**src/rtl/mips_pkg.sv**
```systemverilog
// rtl/mips_pkg.sv - shared pipeline constants: mul/div op codes, state enum, data width
package mips_pkg;

  localparam int MULDIV_DATA_WIDTH = 32;

  localparam logic [1:0] MULDIV_MULT  = 2'b00;
  localparam logic [1:0] MULDIV_MULTU = 2'b01;
  localparam logic [1:0] MULDIV_DIV   = 2'b10;
  localparam logic [1:0] MULDIV_DIVU  = 2'b11;

  typedef enum logic [1:0] {
    MD_IDLE = 2'd0,
    MD_RUN  = 2'd1,
    MD_FIX  = 2'd2
  } muldiv_state_e;

endpackage

```
**src/rtl/muldiv_step.sv**
```systemverilog
// rtl/muldiv_step.sv - one shift-add multiply or restoring shift-subtract divide iteration
module muldiv_step #(
  parameter int DATA_WIDTH = 32
) (
  input  logic [2*DATA_WIDTH-1:0] i_acc,
  input  logic [DATA_WIDTH-1:0]   i_operand,
  input  logic                    i_div,
  output logic [2*DATA_WIDTH-1:0] o_acc,
  output logic                    o_qbit
);

  logic [DATA_WIDTH:0] w_sum;
  logic [DATA_WIDTH:0] w_diff;

  // Divide: the shifted partial remainder is always below twice the divisor, so the
  // MSB of the (DATA_WIDTH+1)-bit difference is a clean borrow flag.
  always_comb begin
    w_sum  = {1'b0, i_acc[2*DATA_WIDTH-1:DATA_WIDTH]} + {1'b0, i_operand};
    w_diff = i_acc[2*DATA_WIDTH-1:DATA_WIDTH-1] - {1'b0, i_operand};
    o_qbit = ~w_diff[DATA_WIDTH];
    if (i_div) begin
      if (o_qbit)
        o_acc = {w_diff[DATA_WIDTH-1:0], i_acc[DATA_WIDTH-2:0], 1'b0};
      else
        o_acc = {i_acc[2*DATA_WIDTH-2:0], 1'b0};
    end else begin
      if (i_acc[0])
        o_acc = {w_sum, i_acc[DATA_WIDTH-1:1]};
      else
        o_acc = {1'b0, i_acc[2*DATA_WIDTH-1:1]};
    end
  end

endmodule

```
**src/rtl/ex_muldiv_unit.sv**
```systemverilog
// rtl/ex_muldiv_unit.sv - EX-stage iterative MULT/MULTU/DIV/DIVU unit with HI/LO registers
module ex_muldiv_unit
  import mips_pkg::*;
#(
  parameter int DATA_WIDTH = MULDIV_DATA_WIDTH
) (
  input  logic                  clk,
  input  logic                  reset,
  input  logic                  start,
  input  logic [1:0]            op,
  input  logic [DATA_WIDTH-1:0] operand_a,
  input  logic [DATA_WIDTH-1:0] operand_b,
  input  logic                  hi_write,
  input  logic                  lo_write,
  input  logic [DATA_WIDTH-1:0] write_data,
  input  logic                  flush,
  output logic                  busy,
  output logic                  done,
  output logic                  div_by_zero,
  output logic [DATA_WIDTH-1:0] hi,
  output logic [DATA_WIDTH-1:0] lo
);

  localparam int CW = $clog2(DATA_WIDTH);
  localparam logic [CW-1:0] LAST_STEP = CW'(DATA_WIDTH - 1);

  muldiv_state_e           r_state;
  logic [CW-1:0]           r_cnt;
  logic [2*DATA_WIDTH-1:0] r_acc;
  logic [DATA_WIDTH-1:0]   r_operand;
  logic [DATA_WIDTH-1:0]   r_a_orig;
  logic [DATA_WIDTH-1:0]   r_hi;
  logic [DATA_WIDTH-1:0]   r_lo;
  logic                    r_is_div;
  logic                    r_neg_q;
  logic                    r_neg_r;
  logic                    r_zero;
  logic                    r_busy;
  logic                    r_done;
  logic                    r_dbz;

  logic                    w_signed;
  logic [DATA_WIDTH-1:0]   w_abs_a;
  logic [DATA_WIDTH-1:0]   w_abs_b;
  logic [2*DATA_WIDTH-1:0] w_acc_next;
  logic                    w_qbit;
  logic [2*DATA_WIDTH-1:0] w_prod;
  logic [DATA_WIDTH-1:0]   w_quot;
  logic [DATA_WIDTH-1:0]   w_rem;

  always_comb begin
    w_signed = (op == MULDIV_MULT) || (op == MULDIV_DIV);
    w_abs_a  = (w_signed && operand_a[DATA_WIDTH-1]) ? -operand_a : operand_a;
    w_abs_b  = (w_signed && operand_b[DATA_WIDTH-1]) ? -operand_b : operand_b;
    w_prod   = r_neg_q ? -r_acc : r_acc;
    w_quot   = r_neg_q ? -r_acc[DATA_WIDTH-1:0] : r_acc[DATA_WIDTH-1:0];
    w_rem    = r_neg_r ? -r_acc[2*DATA_WIDTH-1:DATA_WIDTH] : r_acc[2*DATA_WIDTH-1:DATA_WIDTH];
  end

  muldiv_step #(.DATA_WIDTH(DATA_WIDTH)) u_step (
    .i_acc     (r_acc),
    .i_operand (r_operand),
    .i_div     (r_is_div),
    .o_acc     (w_acc_next),
    .o_qbit    (w_qbit)
  );

  always_ff @(posedge clk) begin
    if (reset) begin
      r_state   <= MD_IDLE;
      r_cnt     <= '0;
      r_acc     <= '0;
      r_operand <= '0;
      r_a_orig  <= '0;
      r_hi      <= '0;
      r_lo      <= '0;
      r_is_div  <= 1'b0;
      r_neg_q   <= 1'b0;
      r_neg_r   <= 1'b0;
      r_zero    <= 1'b0;
      r_busy    <= 1'b0;
      r_done    <= 1'b0;
      r_dbz     <= 1'b0;
    end else begin
      r_done <= 1'b0;
      r_dbz  <= 1'b0;
      case (r_state)
        MD_IDLE: begin
          if (start) begin
            // Multiply keeps the multiplier in the low half; divide keeps the dividend there.
            r_is_div  <= op[1];
            r_acc     <= {{DATA_WIDTH{1'b0}}, (op[1] ? w_abs_a : w_abs_b)};
            r_operand <= op[1] ? w_abs_b : w_abs_a;
            r_a_orig  <= operand_a;
            r_neg_q   <= w_signed && (operand_a[DATA_WIDTH-1] ^ operand_b[DATA_WIDTH-1]);
            r_neg_r   <= w_signed && operand_a[DATA_WIDTH-1];
            r_zero    <= op[1] && (operand_b == '0);
            r_cnt     <= '0;
            r_busy    <= 1'b1;
            r_state   <= MD_RUN;
          end else begin
            if (hi_write) r_hi <= write_data;
            if (lo_write) r_lo <= write_data;
          end
        end
        MD_RUN: begin
          if (flush) begin
            r_busy  <= 1'b0;
            r_state <= MD_IDLE;
          end else begin
            r_acc <= {w_acc_next[2*DATA_WIDTH-1:1], (r_is_div ? w_qbit : w_acc_next[0])};
            r_cnt <= r_cnt + 1'b1;
            if (r_cnt == LAST_STEP) r_state <= MD_FIX;
          end
        end
        MD_FIX: begin
          if (!flush) begin
            if (!r_is_div) begin
              r_hi <= w_prod[2*DATA_WIDTH-1:DATA_WIDTH];
              r_lo <= w_prod[DATA_WIDTH-1:0];
            end else if (r_zero) begin
              r_hi <= r_a_orig;
              r_lo <= '1;
            end else begin
              r_hi <= w_rem;
              r_lo <= w_quot;
            end
            r_done <= 1'b1;
            r_dbz  <= r_zero;
          end
          r_busy  <= 1'b0;
          r_state <= MD_IDLE;
        end
        default: begin
          r_busy  <= 1'b0;
          r_state <= MD_IDLE;
        end
      endcase
    end
  end

  assign busy        = r_busy;
  assign done        = r_done;
  assign div_by_zero = r_dbz;
  assign hi          = r_hi;
  assign lo          = r_lo;

endmodule

```
**config.mk**
```make
export PLATFORM = sky130hd
export DESIGN_NAME = ex_muldiv_unit
export DESIGN_NICKNAME = d
export VERILOG_FILES = /design/src/rtl/mips_pkg.sv /design/src/rtl/muldiv_step.sv /design/src/rtl/ex_muldiv_unit.sv
export SDC_FILE = /design/constraint.sdc
export NUM_CORES = 1
export LEC_CHECK = 0
export CELL_PAD_IN_SITES_DETAIL_PLACEMENT = 0
export CELL_PAD_IN_SITES_GLOBAL_PLACEMENT = 2
export CORE_MARGIN = 4
export CORE_UTILIZATION = 30
export CTS_CLUSTER_SIZE = 24
export DETAILED_ROUTE_END_ITERATION = 10
export GPL_TIMING_DRIVEN = 0
export PLACE_DENSITY_LB_ADDON = 0.1
export RECOVER_POWER = 100
export SETUP_SLACK_MARGIN = 0.1
export SYNTH_ARGS = -nofsm -noshare
export SYNTH_HDL_FRONTEND = slang
export SYNTH_HIERARCHICAL = 1
export SYNTH_SLANG_ARGS = --single-unit
```
**constraint.sdc**
```tcl
create_clock -name clk -period 3.5 [get_ports clk]
set_input_delay 0.7 -clock clk [delete_from_list [all_inputs] [get_ports clk]]
set_output_delay 0.7 -clock clk [all_outputs]
set_load 0.05 [all_outputs]
```
## Word level (Yosys, flattened, before mapping)

Index checks and enable logic that the tools add are counted.

- Flip-flop bits (word level): 206
- Output and inout port bits: 67

- Add/subtract/negate cells: 8
- Equality and inequality tests: 12
- Multiplexer cells: 37
- Bitwise operators: 3
- Reductions and logical operators: 18

Operator list:

| kind | count |
|---|---|
| $mux 32 | 16 |
| $mux 64 | 6 |
| $neg 32->32 | 4 |
| $pmux 32 s2 | 2 |
| $pmux 64 s2 | 1 |
| $neg 64->64 | 1 |
| $add 32x32->33 | 1 |
| $sub 33x32->33 | 1 |
| $logic_not 32->1 | 1 |
| $ne 2x2->1 const B | 7 |
| $mux 5 | 2 |
| $pmux 5 s2 | 1 |
| $reduce_and 4->1 | 2 |
| $mux 2 | 3 |
| $reduce_and 2->1 | 3 |
| $add 5x1->5 const B | 1 |
| $eq 5x5->1 const B | 1 |
| $eq 2x2->1 const B | 2 |
| $logic_and 1x1->1 | 4 |
| $logic_not 2->1 | 2 |
| $mux 1 | 4 |
| $pmux 2 s2 | 1 |
| $reduce_bool 2->1 | 2 |
| $ne 3x3->1 const B | 1 |
| 8 further kinds | 9 |

## Logic depth before layout (Yosys ltp)

Gate-level depths: netlist of the first run.

- Depth after elaboration: 7
- Depth in mapped cells: 17

## Cells and area by module

The synthesis of the first run kept the hierarchy.

Modules (own cells, without submodules):

| module | times used | cells each | area an instance (µm²) | sequential area each (µm²) |
|---|---|---|---|---|
| ex_muldiv_unit | 1 | 1,769 | 13,047.5 | 4,124.0 |
| muldiv_step | 1 | 691 | 4,762.1 | 0.0 |

## Worst setup path after synthesis of the first run

Ideal clock, no wire load.

- Path kind: reg2reg
- From: register r_acc[31]
- To: register r_acc[45]
- Setup time: 0.070 ns
- Arrival time: 3.110 ns
- Required time: 3.430 ns
- Path slack: 0.320 ns
- Cell stages (with the launch flop): 18
- Path buffers: 2
- Cell sequence: dfxtp_1 > inv_1 > ha_1 > fa_1 > nand2b_1 > a21oi_2 > o21ai_2 > o311a_4 > a211oi_2 > o21ai_2 > xnor2_2 > buf_6 > buf_4 > nand2_1 > o21ai_0 > a21oi_1 > nand3_1 > a21oi_1

- Word-level cells in the longest chain between the ends: 5

RTL lines:

| item | line | RTL |
|---|---|---|
| start, declared | ex_muldiv_unit.sv:29 | `logic [2*DATA_WIDTH-1:0] r_acc;` |
| start signal, assigned | ex_muldiv_unit.sv:92 | `r_acc <= {{DATA_WIDTH{1'b0}}, (op[1] ? w_abs_a : w_abs_b)};` |
| start signal, assigned | ex_muldiv_unit.sv:111 | `r_acc <= {w_acc_next[2*DATA_WIDTH-1:1], (r_is_div ? w_qbit : w_acc_next[0])};` |
| $sub 33x32->33 | muldiv_step.sv:19 | `w_diff = i_acc[2*DATA_WIDTH-1:DATA_WIDTH-1] - {1'b0, i_operand};` |
| $mux 64 | muldiv_step.sv:22 | `if (o_qbit)` |
| $mux 64 | muldiv_step.sv:21 | `if (i_div) begin` |
| net w_acc_next[45] | ex_muldiv_unit.sv:45 | `logic [2*DATA_WIDTH-1:0] w_acc_next;` |
| $mux 64 | ex_muldiv_unit.sv:107 | `if (flush) begin` |
| $pmux 64 s2 | ex_muldiv_unit.sv:87 | `case (r_state)` |

The timed path passes the listed nets, and every way through them passes these cells. The select of a mux whose other input is x is not followed.
A chain may end at the register's enable or synchronous reset.

## Worst setup path after layout of the first run

- From: register r_acc[31]
- To: register r_acc[35]

Same word-level chain as after synthesis.

==> metrics.sh, run 1 <==
TIMING.CRITICAL_PATH.MAX_DELAY_FAMILY='compound AO/OA/AOI/OAI gates'
ARRIVAL_NS=3.99
FINAL_NET_COUNT=2847
DETAILEDPLACEMENTHPWL_UM=82100
YS_SEQ_ELEMENTS=206
SYNTHESIS.YOSYS.WARNINGS=6
FIN_TNS_SETUP_NS=0
CTS-BUFFERS-INSERTED=26
TIMING.CRITICAL_PATH.DEPTH=17
HOLD_VIOLATIONS=0
SYNTH-EDFF-COUNT=0
CTS-HTREE-LEVELS=1
DOMINANT_REGISTER_CELL_IN_THE_SYNTHESIZED_NETLIST='dfxtp_1'
MET2_WIRELENGTH_UM=46600
BOUNDARYPINS=171
SYNTH_TOP_AREA_CELL='dfxtp_1'
TIMING.HOLD.WS_NS=0.454
CTS_HOLD_BUFFERS=0
WIRELENGTH_MET1_UM=43700
GRT_FIRST_PASS_WIRELENGTH_UM=143000
TIMING.SLEW.HEADROOM=0.141
CRIT_PATH_TOP_DELAY_CELL='o311a_4'
NUM_ROWS=89
POST_DRT_VIA_CELL_RATIO=5.99
CLK_LATENCY_NS=0.58
DRTANTENNAVIOLNETS=0
MAX_FREQ_MHz=286
REMAINING_OVERFLOW_GRT=0
CTS_TREE='built'
INITIAL_ANTENNA_VIOLATION_COUNT=9
TIMING_WORST_SLEW_PIN_VALUE_NS=1.27
DRT_ITER0_MARKERS=2085
CLKTRANSATPATHREGS_NS=0.06
AREAGROWTHSYNTHTOFINISH_PCT=24.2
FLOORPLAN.INITIALDENSITY=0.302
SEQUENTIAL_ELEMENT_SHARE_OF_THE_SYNTHESIZED_AREA=0.232
CAP_VIOL_MAX_COUNT=0
END_KIND='flip-flop'
CRITICAL_PATH.N_BUFFERS_INVERTERS=4
WORSTPATHCELLLIST='inv_4, ha_4, fa_2, nand2b_4, a21oi_4, o21ai_4, o311a_4, a211oi_4, o21ai_4, xnor2_4, buf_12, buf_8, buf_6, o21ai_0, a21oi_1, nand3_1, a21oi_2'
FINAL_MAX_SLEW_VIOL_COUNT=0
POSTSYNTHAREAPERCELL_UM2=7.24
CORE_AREA_UM2=58900
MAX-CLOCK-PATH-BUFFERS=3
DRIVE_GT1_FRAC=0.0915
WORST_STAGE_DELAY_ON_THE_CRITICAL_PATH_NS=0.39
TOTALWIRELENGTH_UM=101000
UNREPAIRED_SETUP_ENDPOINTS_AFTER_GLOBAL_ROUTING='true'
RUN_STATUS='finished, final reports clean'
DETAILROUTE.VIA_COUNT=20700
TOP_FANOUT_VALUE_ON_THE_CRITICAL_PATH=10
VDD_DROP_MAX_uV=355
MOST_COMMON_CELL_TYPE_ON_THE_CRITICAL_PATH='o21ai_4'
CLKSINKCOUNT=206
DIE_H_UM=252
POWER_DENSITY_nW_PER_UM2=374
POST-PLACE-WS_NS=-0.885
NUMBER_OF_DISTINCT_LIBRARY_CELLS_AFTER_SYNTHESIS=98
FIRST_GLOBAL_VIAS=20000
SYNTHARSTFLOPSHARE=0
NETLIST.AREA_LEADER.SHARE=0.232
FIRSTDRTPASSITERS=5
GROUTE.USAGE.OVERALL=0.305
DIE_AREA_UM2=63300
WL_MET3_UM=8190
HOLD_DEPTH=2
LAYOUT.FILLER_CELLS=6401
SYN_NETS=2636
TOPROUTINGLAYERUSED='met5'
TIMING.FINAL.CRIT_SHARE=1.00
LAYOUT_SETUP_WS_NS=0.00115
SETUP_VIOLATIONS_FINAL=0
CRITPATHREQUIREDTIME_NS=4.00
STARTPOINT_TYPE='flip-flop'
SYNTH.TOP_CELLS.BY_AREA='dfxtp_1 23%, a21oi_1 8.1%, nand2_1 7.1%, xnor2_1 5.4%, ha_1 4.9%'
CLOCK_SKEW_NS=0.0269
HOLD_REMOVAL_PATH_CLASS='flip-flop to flip-flop'
REG2REG_DEPTH=17
PLACER_S_FINAL_ROUTABILITY_CONGESTION_ESTIMATE=0.937
SETUP.WORST_PATH.CLASS='flip-flop to flip-flop'
PORT_BUFFERS=168
ROOT_BUFFER='clkbuf_16'
DRT-WIRELENGTH-PER-CELL_UM=29.2
RRSETUPSLACK_NS=0.001
GATE_COUNT_POST_SYNTH=2460
GRT_START_MAX_NET_PINS=20
DIEWIDTH_UM=252
PERIOD_MINUS_SLACK_NS=3.50
MAPPEDNETLISTAREA_UM2=17800
P_LEAK_nW=8.12
DRC=0
cells in the final DEF, fill, tap and decap left out, types with 67 or more instances in the layout:
master	instances
ha_1	67
inv_1	68
xnor2_1	109
nand3_1	84
dlygate4sd3_1	73
nand2_1	334
clkdlybuf4s50_1	94
dfxtp_1	196
nor2_1	142
o21ai_0	123
clkbuf_1	164
a21oi_1	262
worst register-to-register path, stage by stage, from the launching register on:
cell      delay (ns)
dfxtp_4         0.36
inv_4           0.04
ha_4            0.15
fa_2            0.36
nand2b_4        0.17
a21oi_4         0.17
o21ai_4         0.09
o311a_4         0.39
a211oi_4        0.33
o21ai_4         0.14
xnor2_4         0.19
buf_12          0.17
buf_8           0.13
buf_6           0.16
o21ai_0         0.09
a21oi_1         0.20
nand3_1         0.12
a21oi_2         0.15
timing repair:
| item | in CTS | in global routing |
|---|---|---|
| setup endpoints to repair | 54 | 48 |
| gates cloned | 3 | 0 |
| pin swaps | 17 | 61 |
| resized for setup | 102 | 53 |
| setup buffers | 11 | 6 |
worst paths after layout:
check | endpoint | from
setup / recovery | r_acc[35] | r_acc[31]
hold / removal | lo[22] | lo[22]
setup reg to reg | r_acc[35] | r_acc[31]
hold reg to reg | lo[22] | lo[22]
sequential cells by signal, summed over array words and instances (netlist names):
name / count
r_acc: 64
hi: 32
lo: 32
r_a_orig: 32
r_operand: 32
r_cnt: 5
r_state: 2
busy: 1
div_by_zero: 1
done: 1
r_is_div: 1
r_neg_q: 1
r_neg_r: 1
r_zero: 1
cell usage after synthesis, drive strengths merged, types with 45 or more instances:
cell    count
a21oi     290
clkbuf    147
nor2      142
a211oi     47
a31oi      45
dfxtp     206
xnor2     111
xor2       58
buf        49
nand3      86
nor3       64
inv        69
ha         70
o21ai     145
nand2     337
area by class of cell:
type                       count  area [um2]  share of cell area
multi-input combinational   1988       13200               0.596
buffer                       193         801              0.0362
inverter                      70         265              0.0120
tap                          773         967              0.0437
timing repair buffer         186        1890              0.0856
antenna                        3        7.51            0.000340
sequential                   206        4140               0.187
clock inverter                 8         120             0.00543
clock buffer                  37         742              0.0336
cell families (layout without fill, tap and decap cells):
logic type,after synthesis,count (layout),share of synthesized area
and+or+nand+nor,871,871,0.237
AOI/OAI and AO/OA,800,800,0.292
buffers and inverters,266,494,0.0594
DFF,206,206,0.232
xor gates and xnor gates,169,169,0.0835
muxes,76,76,0.0451
adders and majority gates,72,72,0.0514
other,0,3,0
routing by layer:
metal | global-route usage | vias to the layer above
li1 | - | 9483
met1 | 0.419 | 10200
met2 | 0.502 | 882
met3 | 0.0504 | 131
met4 | 0.0726 | 2
met5 | 0 | -
through the flow:
stage	power, W	util	std cells	cell area (um2)
2_1_floorplan	0.00418	-	2460	17800
3_3_place_gp	0.00528	0.347	3401	20500
3_5_place_dp	0.00528	0.347	3401	20500
4_1_cts	0.00825	0.373	3459	22000
5_1_grt	0.00856	0.375	3461	22100
6_report	0.00826	0.375	3464	22100
report_power, final:
part	switching (W)	internal [W]
Sequential	0.000268	0.00248
Clock	0.00116	0.00162
Combinational	0.00178	0.000952
No activity file was read; power rests on OpenSTA's default activity.
==> run 2: changes to the inputs <==
--- a/config.mk
+++ b/config.mk
@@ -12,9 +12,10 @@
 export CTS_CLUSTER_SIZE = 24
 export DETAILED_ROUTE_END_ITERATION = 10
 export GPL_TIMING_DRIVEN = 0
+export MAX_ROUTING_LAYER = met4
 export PLACE_DENSITY_LB_ADDON = 0.1
 export RECOVER_POWER = 100
-export SETUP_SLACK_MARGIN = 0.1
+export SETUP_SLACK_MARGIN = 0.4
 export SYNTH_ARGS = -nofsm -noshare
 export SYNTH_HDL_FRONTEND = slang
 export SYNTH_HIERARCHICAL = 1
==> metrics.sh, run 2 (synthesis gave the netlist of run 1 again) <==
RUN_STATUS='finished, final reports clean'
ROOT_BUFFER='clkbuf_16'
FIN_UTIL=0.379
CORE_AREA_UM2=58900
FINAL_NET_COUNT=2871
DETAILEDPLACEMENTHPWL_UM=82300
CLK_LATENCY_NS=0.59
GRT_USE_MET2=0.497
PLACED_CELLS=3401
GROUTE.USAGE.OVERALL=0.314
COMB_POWER_SHARE=0.328
SETUP.WORST_PATH.CLASS='primary input to flip-flop'
GROUTE.LAYER.MET1.USAGE=0.414
MAX-CLOCK-PATH-BUFFERS=3
TIMING.SLEW.HEADROOM=0.109
GRT_FIRST_PASS_WIRELENGTH_UM=143000
DRTANTENNAVIOLNETS=0
DRT-WIRELENGTH-PER-CELL_UM=29.2
STARTPOINT_TYPE='primary input'
USE_MET3=0.0576
PWR-SHARE-CLK=0.337
DIEWIDTH_UM=252
PERIOD_MINUS_SLACK_NS=3.44
REPORT.POWER.TOTAL_W=0.00826
LAYOUT_SETUP_WS_NS=0.0564
DIE_AREA_UM2=63300
TIMING_WORST_SLEW_PIN_VALUE_NS=1.34
GRT_START_MAX_NET_PINS=15
CTS_TREE='built'
POST_LAYOUT_CELL_COUNT=3489
TOTALWIRELENGTH_UM=102000
FIRSTDRTPASSITERS=7
FLOORPLAN.INITIALDENSITY=0.302
CRITPATHREQUIREDTIME_NS=3.92
ARRIVAL_NS=3.86
REGISTERS.TOP_BY_FF_COUNT='r_acc'
CLKTRANSATPATHREGS_NS=0.06
FINAL_MAX_SLEW_VIOL_COUNT=0
UNREPAIRED_SETUP_ENDPOINTS_AFTER_GLOBAL_ROUTING='true'
MOSTFREQUENTLAYOUTCELLS='335 x nand2_1, 266 x a21oi_1, 175 x dfxtp_1'
CTS_HOLD_BUFFERS=0
CAP_VIOL_MAX_COUNT=0
BOUNDARYPINS=171
MOST_COMMON_LIBRARY_CELL_IN_THE_LAYOUT_IGNORING_FILL_AND_TAPS='nand2_1'
HOLD_VIOLATIONS=0
POWER_SWITCHING_W=0.00321
NUM_ROWS=89
DETAILROUTE.VIA_COUNT=20900
LAYOUT.FILLER_CELLS=6368
AREAGROWTHSYNTHTOFINISH_PCT=25.4
REG2REG_DEPTH=16
CLKSINKCOUNT=206
POST_DRT_VIA_CELL_RATIO=5.98
POWER.SHARE.SWITCHING=0.388
CLOCK_SKEW_NS=0.0128
TOP_FANOUT_VALUE_ON_THE_CRITICAL_PATH=10
MAX_FFS_PER_REGISTER=64
DIE_H_UM=252
CTS-BUFFERS-INSERTED=27
PORTION_OF_TOTAL_POWER_ATTRIBUTED_TO_SEQUENTIAL_CELLS=0.334
HOLD_DEPTH=2
REMAINING_OVERFLOW_GRT=0
CTS-HTREE-LEVELS=1
TIMING.FINAL.CRIT_SHARE=0.984
FIRST_GLOBAL_VIAS=20000
GLOBALROUTE.BUSIESTLAYER='met2'
POST-PLACE-WS_NS=-0.854
PORT_BUFFERS=168
VDD_DROP_MAX_uV=351
DRC=0
INITIAL_ANTENNA_VIOLATION_COUNT=7
POWER_DENSITY_nW_PER_UM2=370
PLACER_S_FINAL_ROUTABILITY_CONGESTION_ESTIMATE=0.955
MAX_FREQ_MHz=290
DRT_ITER0_MARKERS=1912
FIN_TNS_SETUP_NS=0
P_LEAK_nW=8.33
END_KIND='flip-flop'
HOLD_REMOVAL_PATH_CLASS='flip-flop to flip-flop'
POWER_REPORT.INTERNAL_TOTAL_W=0.00506
SETUP_VIOLATIONS_FINAL=0
DRIVE_GT1_FRAC=0.116
## run 2: metrics by stage
stage / cell area (um2) / hold WS [ns]
global placement: 20500 / 0.440
global route: 22300 / 0.469
CTS: 22100 / 0.458
finish: 22300 / 0.455
detailed placement: 20500 / 0.449
floorplan: 17800 / 0.431
## run 2: layout make-up
class	instances	area [um2]	area share
well taps	773	967	0.0433
flip-flops and latches	206	4190	0.187
repair buffers	206	2020	0.0904
plain buffers	196	840	0.0376
clock inverters	9	93.8	0.00420
multi-input cells	1988	13200	0.591
inverters	70	269	0.0120
clock buffers	37	763	0.0342
diodes	4	10.0	0.000448
## run 2: power by group through the flow
stage | registers (W) | logic, W | clock network (W)
finish | 0.00276 | 0.00271 | 0.00279
global route | 0.00277 | 0.00289 | 0.00290
CTS | 0.00275 | 0.00267 | 0.00282
detailed placement | 0.00280 | 0.00245 | 0
global placement | 0.00280 | 0.00245 | 0
floorplan | 0.00276 | 0.00142 | 0
## run 2: path summary, 6_finish.rpt
kind         startpoint         to  slack [ns]
max reg2reg   r_acc[31]  r_acc[53]        0.15
min              lo[13]     lo[13]        0.46
min reg2reg      lo[13]     lo[13]        0.46
max               start     hi[25]        0.06
## run 2: worst max-delay path, cell delays in order
cell	delay (ns)
dlygate4sd3_1	0.67
or3b_2	0.16
clkbuf_1	0.26
a21o_1	0.17
clkbuf_1	0.50
clkbuf_1	0.55
clkbuf_2	0.45
nor2_2	0.12
o211ai_1	0.17
o22ai_1	0.10
## run 2: layer usage
metal,part of all wire,vias to the layer above
met5,0,-
met4,0.031,0
met3,0.069,157
met2,0.46,823
met1,0.44,10300
li1,-,9544
## run 2: what timing repair did
action                     CTS  global route
pin swaps                   54            18
cloned                       2             0
resized for setup          137            99
buffers inserted            27             9
setup endpoints to repair   75            87
